File: src/rtl/cdb_arbiter_pkg.sv
// Shared CPU types for the common data bus: default widths, functional-unit ids and the
// broadcast record consumed by reservation stations and the register file.
package cdb_arbiter_pkg;

  localparam int unsigned CdbTagW  = 4;
  localparam int unsigned CdbDataW = 32;

  typedef enum logic [1:0] {
    FuAlu0,
    FuAlu1,
    FuMul,
    FuLsu
  } e_functional_unit;

  typedef struct packed {
    logic                valid;
    logic [CdbTagW-1:0]  tag;
    logic [CdbDataW-1:0] data;
  } cdb_t;

endpackage

File: src/rtl/rr_priority_picker.sv
// Wrap-around first-set search: grants the lowest requester at or above ptr, else the lowest
// requester below ptr. Purely combinational, output one-hot or zero.
module rr_priority_picker #(
  parameter int unsigned NUM_UNITS = 4,
  parameter int unsigned PTR_W     = 2
) (
  input  logic [NUM_UNITS-1:0] req,
  input  logic [PTR_W-1:0]     ptr,
  output logic [NUM_UNITS-1:0] gnt
);

  logic found;

  always_comb begin
    gnt   = '0;
    found = 1'b0;
    for (int unsigned j = 0; j < NUM_UNITS; j++) begin
      if (!found && req[j] && (j >= 32'(ptr))) begin
        gnt[j] = 1'b1;
        found  = 1'b1;
      end
    end
    // Wrapped pass covers units below the pointer.
    for (int unsigned j = 0; j < NUM_UNITS; j++) begin
      if (!found && req[j] && (j < 32'(ptr))) begin
        gnt[j] = 1'b1;
        found  = 1'b1;
      end
    end
  end

endmodule

File: src/rtl/cdb_arbiter.sv
// Round-robin arbiter for the common data bus: one result per cycle is broadcast, registered,
// with back-pressure, squash, a sticky zero-tag error flag and a saturating broadcast counter.
module cdb_arbiter
  import cdb_arbiter_pkg::*;
#(
  parameter int unsigned NUM_UNITS = 4,
  parameter int unsigned TAG_W     = CdbTagW,
  parameter int unsigned DATA_W    = CdbDataW
) (
  input  logic                             clk,
  input  logic                             rst,
  input  logic [NUM_UNITS-1:0]             req,
  input  logic [NUM_UNITS-1:0][TAG_W-1:0]  req_tag,
  input  logic [NUM_UNITS-1:0][DATA_W-1:0] req_data,
  output logic [NUM_UNITS-1:0]             gnt,
  input  logic                             hold,
  input  logic                             flush,
  output logic                             cdb_valid,
  output logic [TAG_W-1:0]                 cdb_tag,
  output logic [DATA_W-1:0]                cdb_data,
  output logic                             tag_err,
  output logic [15:0]                      bcast_count
);

  localparam int unsigned PtrW = (NUM_UNITS > 1) ? $clog2(NUM_UNITS) : 1;

  logic [PtrW-1:0]      rr_ptr_q, rr_ptr_d;
  logic [NUM_UNITS-1:0] pick_gnt;
  logic                 handshake;
  logic                 bcast;
  logic [PtrW-1:0]      sel_idx;
  logic [TAG_W-1:0]     sel_tag;
  logic [DATA_W-1:0]    sel_data;

  rr_priority_picker #(
    .NUM_UNITS(NUM_UNITS),
    .PTR_W    (PtrW)
  ) u_picker (
    .req(req),
    .ptr(rr_ptr_q),
    .gnt(pick_gnt)
  );

  // rst > flush > hold: any of them masks the grant, so no handshake can occur.
  assign gnt = (rst || flush || hold) ? '0 : pick_gnt;

  always_comb begin
    handshake = |gnt;
    sel_idx   = '0;
    sel_tag   = '0;
    sel_data  = '0;
    for (int unsigned i = 0; i < NUM_UNITS; i++) begin
      if (gnt[i]) begin
        sel_idx  = PtrW'(i);
        sel_tag  = req_tag[i];
        sel_data = req_data[i];
      end
    end
    bcast    = handshake && (sel_tag != '0);
    rr_ptr_d = rr_ptr_q;
    if (handshake) begin
      rr_ptr_d = (sel_idx == PtrW'(NUM_UNITS - 1)) ? '0 : sel_idx + PtrW'(1);
    end
  end

  always_ff @(posedge clk) begin
    if (rst) begin
      rr_ptr_q    <= '0;
      cdb_valid   <= 1'b0;
      cdb_tag     <= '0;
      cdb_data    <= '0;
      tag_err     <= 1'b0;
      bcast_count <= '0;
    end else begin
      rr_ptr_q  <= rr_ptr_d;
      cdb_valid <= bcast;
      if (bcast) begin
        cdb_tag  <= sel_tag;
        cdb_data <= sel_data;
      end
      // A zero tag has no consumer: the slot is burned and the error latched.
      if (handshake && !bcast) begin
        tag_err <= 1'b1;
      end
      if (bcast && (bcast_count != 16'hFFFF)) begin
        bcast_count <= bcast_count + 16'd1;
      end
    end
  end

endmodule

File: config.mk
export PLATFORM = sky130hd
export DESIGN_NAME = cdb_arbiter
export DESIGN_NICKNAME = d
export VERILOG_FILES = /design/src/rtl/cdb_arbiter_pkg.sv /design/src/rtl/rr_priority_picker.sv /design/src/rtl/cdb_arbiter.sv
export SDC_FILE = /design/constraint.sdc
export NUM_CORES = 1
export LEC_CHECK = 0
export CORE_MARGIN = 2
export CORE_UTILIZATION = 33
export DETAILED_ROUTE_END_ITERATION = 8
export PLACE_DENSITY = 0.83
export SLEW_MARGIN = 15
export SYNTH_ARGS = -nofsm -noshare
export SYNTH_HDL_FRONTEND = slang
export SYNTH_SLANG_ARGS = --single-unit
export TNS_END_PERCENT = 5
File: constraint.sdc
create_clock -name clk -period 2.7 [get_ports clk]
set_input_delay 0.675 -clock clk [delete_from_list [all_inputs] [get_ports clk]]
set_output_delay 0.675 -clock clk [all_outputs]
set_load 0.02 [all_outputs]
## After elaboration in Yosys (flattened, before gate mapping)

Index checks and enable logic that the tools add are counted.

| operators by class | value |
|---|---|
| $add $sub $neg | 2 |
| muxes and demuxes | 25 |
| order comparisons | 6 |
| reductions and logical operators | 26 |
| equal/unequal tests | 2 |

Operators by type and width:

| cell | count |
|---|---|
| $mux 32 | 4 |
| $mux 4 | 5 |
| $add 16x1->16 const B | 1 |
| $ne 16x16->1 const B | 1 |
| $logic_and 1x1->1 | 15 |
| $mux 1 | 13 |
| $logic_not 1->1 | 7 |
| $mux 2 | 3 |
| $ge 1x2->1 const A | 2 |
| $lt 1x2->1 const A | 2 |
| $reduce_bool 4->1 | 1 |
| $reduce_or 4->1 | 1 |
| $add 2x1->2 const B | 1 |
| $eq 2x2->1 const B | 1 |
| $ge 2x2->1 const A | 1 |
| $logic_or 1x1->1 | 2 |
| $lt 2x2->1 const A | 1 |

| word-level totals | value |
|---|---|
| output and inout port bits | 58 |
| bits in registers | 56 |

## Logic depth before layout (Yosys ltp)

Gate-level depths: netlist of run 1.

| logic depth | value |
|---|---|
| word-level depth | 35 |
| mapped depth | 11 |

## Cells and area by module

A second synthesis of run 1 with hierarchy kept.

| second synthesis, totals | value |
|---|---|
| cells, all modules | 427 |
| area total of the unflattened synthesis | 3309.4 sq um |

By module, submodules not included:

| module | area each (sq um) | times used | seq. area each (sq um) | cells each |
|---|---|---|---|---|
| cdb_arbiter | 3205.6 | 1 | 1121.1 | 410 |
| rr_priority_picker | 103.8 | 1 | 0.0 | 17 |

## Worst setup path after synthesis of run 1

No wires, ideal clock.

| timing path | value |
|---|---|
| kind | in2out |
| start | input flush |
| end | output gnt[2] |
| stages on the path | 4 |
| buffers on the path | 2 |
| slack | -142 ps |
| arrival | 2167 ps |
| cell sequence | nor3_2 -> clkbuf_1 -> nor3b_1 -> clkbuf_1 |

| on the way | value |
|---|---|
| longest elaborated chain between the ends | 3 |

Ends and longest elaborated chain:

| element | line | RTL |
|---|---|---|
| start, declared | cdb_arbiter.sv:17 | `input logic flush,` |
| $logic_or 1x1->1 (2 in series) | cdb_arbiter.sv:45 | `assign gnt = (rst \|\| flush \|\| hold) ? '0 : pick_gnt;` |
| $mux 4 | cdb_arbiter.sv:45 |  |
| end, declared | cdb_arbiter.sv:15 | `output logic [NUM_UNITS-1:0] gnt,` |

No other way between the ends.

## Worst setup path in the final report of run 1

| timing path | value |
|---|---|
| start | input hold |
| end | register cdb_data[31] |

| on the way | value |
|---|---|
| longest elaborated chain between the ends | 8 |
| elaborated cells on any way between the ends | 13 |
| classes of those cells | 9 x mux; 4 x reduce/logical |

Ends and longest elaborated chain:

| element | line | RTL |
|---|---|---|
| start, declared | cdb_arbiter.sv:16 | `input logic hold,` |
| $logic_or 1x1->1 (*) | cdb_arbiter.sv:45 |  |
| $mux 4 (*) | cdb_arbiter.sv:45 |  |
| $mux 4 (4 in series) | cdb_arbiter.sv:53 | `if (gnt[i]) begin` |
| $reduce_bool 4->1 | cdb_arbiter.sv:59 | `bcast = handshake && (sel_tag != '0);` |
| $logic_and 1x1->1 | cdb_arbiter.sv:59 |  |
| end signal, assigned | cdb_arbiter.sv:79 | `cdb_data <= sel_data;` |
| end, declared | cdb_arbiter.sv:20 | `output logic [DATA_W-1:0] cdb_data,` |

Every way passes the cells marked *; elsewhere a longest branch is shown, timed or not.
A chain may end at the register's enable or synchronous reset.

==> flow_summary.yaml, run 1 <==
status:
  status: "finished, violations left"
  violations: "setup timing"
grt:
  busiest_layer: "met2"
  use_met1: 0.282
  grt_max_degree: 66
  grt_use_met2: 0.441
  antenna_found_initial: 0
  use_met3: 0.0566
  overflow: 0
  grt_pass1_wl_um: 20000
  grt.total_usage: 0.242
  grt_pass1_vias: 4092
timing:
  setup_viol: 1
  fin_ws_ps: -23.8
  report.final.slew_viol_count: 0
  skew_ps: 6.21
  slew_headroom: 0.509
  hold_violations: 0
  fmax_mhz: 367
  fin_crit_sh: 1.01
  rsz0062_at_grt: "true"
  finalCriticalPeriod_ps: 2720
  tightest_slew_ps: 737
synth:
  synth_edf_count: 0
  ys.flop_type: "dfxtp_1"
  syn_nets: 520
  seq_area_frac_synth: 0.357
  ys_types: 45
  yosysWarnings: 0
  postSynth.asyncResetShare: 0
  syn-cell-area_um2: 3140
  synthCells: 367
  avgSynthCellArea_um2: 8.55
  yosys_register_bits: 56
placed_design:
  placed_cell_area_um2: 5470
  gp_congestion: 0.931
  place_ws_ps: -731
  port_buffers: 209
  dp_hpwl_um: 9250
die:
  die_area_um2: 10300
  initial_core_util: 0.340
  dieHeight_um: 102
  core_area_um2: 9240
  ios: 210
  rows: 35
  die_w_um: 102
routing:
  first_pass_iters: 7
  routed_via_density: 5.74
  wl_per_cell_um: 18.5
  vias: 4154
  drtIter0Drc: 280
  drc: 0
  wirelength_um: 13400
  ant_nets: 0
critical_path:
  slowest_stage: "clkdlybuf4s50_1"
  max_stage_delay_ps: 500
  cp-start-kind: "input port"
  cp_max_fo: 18
  path_cells: "clkdlybuf4s50_1 -> nor3_4 -> o2111a_2 -> and2_1 -> a221o_1 -> buf_4 -> a22o_4 -> buf_6 -> nor3_1 -> a311oi_2"
  critical_path_class: "in2reg"
  reg2reg_depth: 9
  reg2reg_slack_ps: 100
  worst_ep_arrival_time_ps: 2890
  cp.required_ps: 2860
  rr_startpoint: "rr_ptr_q[1]"
  worstSetupEndpointType: "flip-flop"
  worstReg2RegEnd: "cdb_data[31]"
pwr:
  ir_drop_mv: 0.222
  p_leak_uw: 0.00211
  powerDensity_nw_per_um2: 396
cts:
  clockBufferDepth: 2
  hold_buffers: 0
  numCtsBuffers: 5
  cts_root_buffer: "clkbuf_8"
  htree_levels: 2
  cts_tree: "done"
  cts.sinks: 56
  insertion_delay_ps: 300
  clk_pin_slew_worst_paths_ps: 100
cells_and_area:
  diodes: 0
  multi_input_area_um2: 2160
  register_area_um2: 1120
  drive_gt1_frac: 0.197
  fin_area_um2: 6040
  areaGrowthSynthToFinish_pct: 92.3
  num-nets-final: 748
  fillers: 735
worst_hold_path:
  hold_start: "cdb_tag[0]"
  hold_depth: 2
  min_path_type: "reg2reg"
  holdPathEnd: "cdb_tag[0]"
flow_run:
  maxCapViolCount: 0
stage by stage:
| step | cells | hold slack [ps] | power [uW] | setup TNS, ps | util |
|---|---|---|---|---|---|
| finish | 724 | 491 | 2390 | -23.8 | 0.653 |
| global route | 724 | 501 | 2490 | -162 | 0.653 |
| CTS | 721 | 481 | 2340 | -11.9 | 0.636 |
| detailed placement | 697 | 467 | 1820 | -32660 | 0.592 |
| global placement | 697 | 457 | 1790 | -30420 | 0.592 |
| floorplan | 367 | 543 | 1330 | -138 | - |
cells by family after synthesis:
logic type	count (synthesis)	synth area share
AND/OR/NAND/NOR	146	0.232
AO/OA/AOI/OAI	108	0.295
flip-flops	56	0.357
buffers and inverters	40	0.0558
multiplexers	16	0.0554
adder cells (fa/ha/maj)	1	0.00399
layout make-up:
| type | instances | area share |
|---|---|---|
| clock buffer | 6 | 0.0120 |
| multi-input combinational | 273 | 0.357 |
| inverter | 3 | 0.00187 |
| sequential | 56 | 0.186 |
| clock inverter | 1 | 0.000829 |
| tap | 129 | 0.0267 |
| timing repair buffer | 256 | 0.416 |
sequential cells by signal, indices dropped and copies added, names as in the netlist:
signal and count:
bcast_count 16, cdb_data 32, cdb_tag 4, cdb_valid 1
rr_ptr_q 2, tag_err 1
where the power goes:
part | switching [uW] | internal [uW]
Combinational | 421 | 544
Sequential | 67.0 | 907
Clock | 270 | 178
worst max-delay path, delay by kind of cell:
kind / cells / cell delay [ps]
AOI/OAI and AO/OA: 4 / 840
and+or+nand+nor: 3 / 540
buffers and inverters: 3 / 820
worst max-delay path by stage:
stage                     end  slack, ps   start
6_report         cdb_data[31]        -20    hold
4_1_cts                gnt[3]        -10   flush
5_1_grt          cdb_data[31]        -80  req[1]
3_3_place_gp   bcast_count[7]       -640  req[0]
2_1_floorplan          gnt[3]       -140   flush
3_5_place_dp     cdb_data[30]       -730  req[1]
synth_stat cells (all sizes together) (2+ instances only):
library cell / count / area (um^2)
nor2: 15 / 58.8
a211oi: 2 / 27.5
nand4: 7 / 43.8
buf: 17 / 88.8
mux2: 11 / 124
mux2i: 5 / 50.1
nand2: 39 / 146
nor4: 2 / 12.5
a22o: 2 / 17.5
nand3: 7 / 35.0
a22oi: 2 / 25.0
nor3b: 2 / 15.0
a311oi: 32 / 280
o211ai: 2 / 15.0
and2: 5 / 31.3
dfxtp: 56 / 1120
nand2b: 8 / 50.1
inv: 3 / 11.3
nor3: 44 / 225
clkbuf: 20 / 75.1
nor2b: 12 / 77.6
a21oi: 13 / 68.8
a222oi: 32 / 320
o21ai: 10 / 50.0
and3: 3 / 18.8
o2111ai: 3 / 26.3
a221o: 4 / 40.0
layer usage:
layer  routed length, um  share of wire  vias up
met5                   0              0        -
met4                 276          0.021        0
met3                1070          0.080       25
met2                7060           0.53      214
met1                4980           0.37     1986
li1                    -              -     1929
repair_timing:
item                       CTS  global route
pin swaps                   17             8
setup buffers               14             2
resized for setup           65            25
setup endpoints to repair   50            39
gates cloned                 3             1
cell usage in the layout, fill, tap and decap left out, drive strengths merged, types with 2 or more instances in the layout:
master | netlist | final
a211oi | 2 | 2
o2111ai | 3 | 3
clkbuf | 20 | 7
nor3 | 44 | 44
nor3b | 2 | 2
dlygate4sd2 | 0 | 3
a22oi | 2 | 2
nand3 | 7 | 7
and2 | 5 | 5
nand2b | 8 | 8
clkdlybuf4s50 | 0 | 199
nor4 | 2 | 2
nor2b | 12 | 12
nand2 | 39 | 39
a222oi | 32 | 32
o21ai | 10 | 10
a21oi | 13 | 13
nor2 | 15 | 15
inv | 3 | 3
a22o | 2 | 4
o211ai | 2 | 2
mux2i | 5 | 5
mux2 | 11 | 11
and3 | 3 | 3
dfxtp | 56 | 56
buf | 17 | 51
nand4 | 7 | 7
a221o | 4 | 4
a311oi | 32 | 32
(Power assumes the default switching activity.)
==> run 2: changes to the inputs <==
--- a/config.mk
+++ b/config.mk
@@ -6,9 +6,9 @@
 export NUM_CORES = 1
 export LEC_CHECK = 0
 export CORE_MARGIN = 2
-export CORE_UTILIZATION = 33
+export CORE_UTILIZATION = 39
 export DETAILED_ROUTE_END_ITERATION = 8
-export PLACE_DENSITY = 0.83
+export PLACE_DENSITY = 0.92
 export SLEW_MARGIN = 15
 export SYNTH_ARGS = -nofsm -noshare
 export SYNTH_HDL_FRONTEND = slang
==> constraint.sdc (replaced) <==
create_clock -name clk -period 3.34 [get_ports clk]
set_input_delay 0.835 -clock clk [delete_from_list [all_inputs] [get_ports clk]]
set_output_delay 0.835 -clock clk [all_outputs]
set_load 0.02 [all_outputs]
==> run 2 against run 1 <==
Effect of this change: the run now ends clean; worst hold slack got worse by 21 ps; critical endpoint is now cdb_data[30]; sequential share of layout area grew 1.7 points; clock power down 16%; utilization grew 5.7 points; final cell count decreased by 6.4%.
==> flow_summary.yaml, run 2 (synthesized netlist as in run 1, its figures left out) <==
routing:
  wirelength_um: 12300
  ant_nets: 0
  wl_per_cell_um: 18.2
  vias: 4099
  routed_via_density: 6.05
  first_pass_iters: 8
  drc: 0
  drtIter0Drc: 321
pwr:
  p_total_uw: 1840
  powerDensity_nw_per_um2: 332
  ir_drop_mv: 0.185
  p_leak_uw: 0.00191
critical_path:
  critPathTopFamily: "compound AO/OA/AOI/OAI gates"
  cp.required_ps: 3540
  cp-start-kind: "input port"
  cp.depth: 10
  worstSetupEndpointType: "flip-flop"
  cp_max_fo: 17
  worst_ep_arrival_time_ps: 3410
  max_stage_delay_ps: 580
  slowest_stage: "clkdlybuf4s50_1"
  critical_path_class: "in2reg"
  reg2reg_depth: 10
  cp_num_buf_inv: 3
  path_cells: "clkdlybuf4s50_1 -> nand2b_1 -> a211oi_4 -> buf_4 -> nor3_1 -> o21ai_1 -> a22o_1 -> buf_4 -> nor3_1 -> a311oi_1"
cells_and_area:
  fillers: 598
  diodes: 0
  mostFrequentLayoutCell: "clkdlybuf4s50_1"
  largest-register: "cdb_data"
  reg_top3: "cdb_data: 32 flops, bcast_count: 16 flops, cdb_tag: 4 flops"
  num-nets-final: 728
  areaGrowthSynthToFinish_pct: 75.8
  fin_area_um2: 5520
  layout_common_cells: "204 x clkdlybuf4s50_1, 56 x dfxtp_1, 42 x nor3_1"
  largest_register_ffs: 32
  drive_gt1_frac: 0.0885
timing:
  tns_ps: 0
  finalCriticalPeriod_ps: 3210
  tightest_slew_ps: 655
  hold_ws_ps: 470
  hold_violations: 0
  fmax_mhz: 312
  rsz0062_at_grt: "false"
  report.final.slew_viol_count: 0
  skew_ps: 12.5
  fin_crit_sh: 0.961
  setup_viol: 0
  slew_headroom: 0.563
cts:
  cts_tree: "done"
  clockBufferDepth: 2
  clk_pin_slew_worst_paths_ps: 90
  htree_levels: 2
  numCtsBuffers: 5
  cts.sinks: 56
  insertion_delay_ps: 310
  cts_root_buffer: "clkbuf_8"
  hold_buffers: 0
grt:
  antenna_found_initial: 0
  grt_pass1_vias: 3988
  grt_pass1_wl_um: 19100
  grt_max_degree: 66
  overflow: 0
  grt.total_usage: 0.270
die:
  dieHeight_um: 93.7
  die_area_um2: 8780
  initial_core_util: 0.404
  rows: 32
  die_w_um: 93.7
  core_area_um2: 7770
  ios: 210
placed_design:
  gp_congestion: 0.996
  dp_hpwl_um: 9420
  port_buffers: 209
  placed_cell_area_um2: 5420
flow_run:
  maxCapViolCount: 0
worst_hold_path:
  hold_depth: 2
  min_path_type: "reg2reg"
status:
  status: "finished clean"
[run 2: cell type report]
type	instances	area (um^2)	share of cell area
tap	102	128	0.0231
multi-input combinational	271	1870	0.338
sequential	56	1120	0.203
inverter	3	11.3	0.00204
timing repair buffer	238	2300	0.417
clock buffer	8	90.1	0.0163
[run 2: worst min-delay path, cell delays in order, from the launching register on]
cell and delay (ps):
dfxtp_1 320, nand3_1 60, a21oi_1 60
[run 2: stage by stage]
step                instances  utilization  worst slack (ps)
floorplan                 367            -               178
global placement          670        0.697              -113
detailed placement        670        0.697              -219
CTS                       678        0.710              85.2
global route              678        0.711              2.19
finish                    678        0.711               130
[run 2: repair_timing]
item,4_1_cts,5_1_grt
resized for setup,7,2
pin swaps,0,1
setup buffers,0,0
endpoints found under the hold margin,0,0
setup endpoints to repair,4,23
[run 2: layer usage]
layer	vias up	global-route usage	routed length (um)
met1	1908	0.313	4490
met2	269	0.494	6220
met5	-	0	0
li1	1873	-	-
met3	49	0.0586	1250
met4	0	0.0833	369
[run 2: worst paths after layout]
kind | startpoint | endpoint | slack (ps)
max | req[0] | cdb_data[30] | 130
min reg2reg | cdb_tag[0] | cdb_tag[0] | 470
max reg2reg | rr_ptr_q[1] | cdb_data[30] | 620
min | cdb_tag[0] | cdb_tag[0] | 470
[run 2: power breakdown]
part | internal [uW] | leakage (uW) | switching (uW)
clock network | 170 | 0.0000455 | 206
registers | 733 | 0.000458 | 51.7
logic | 377 | 0.00141 | 298
total | 1280 | 0.00191 | 555
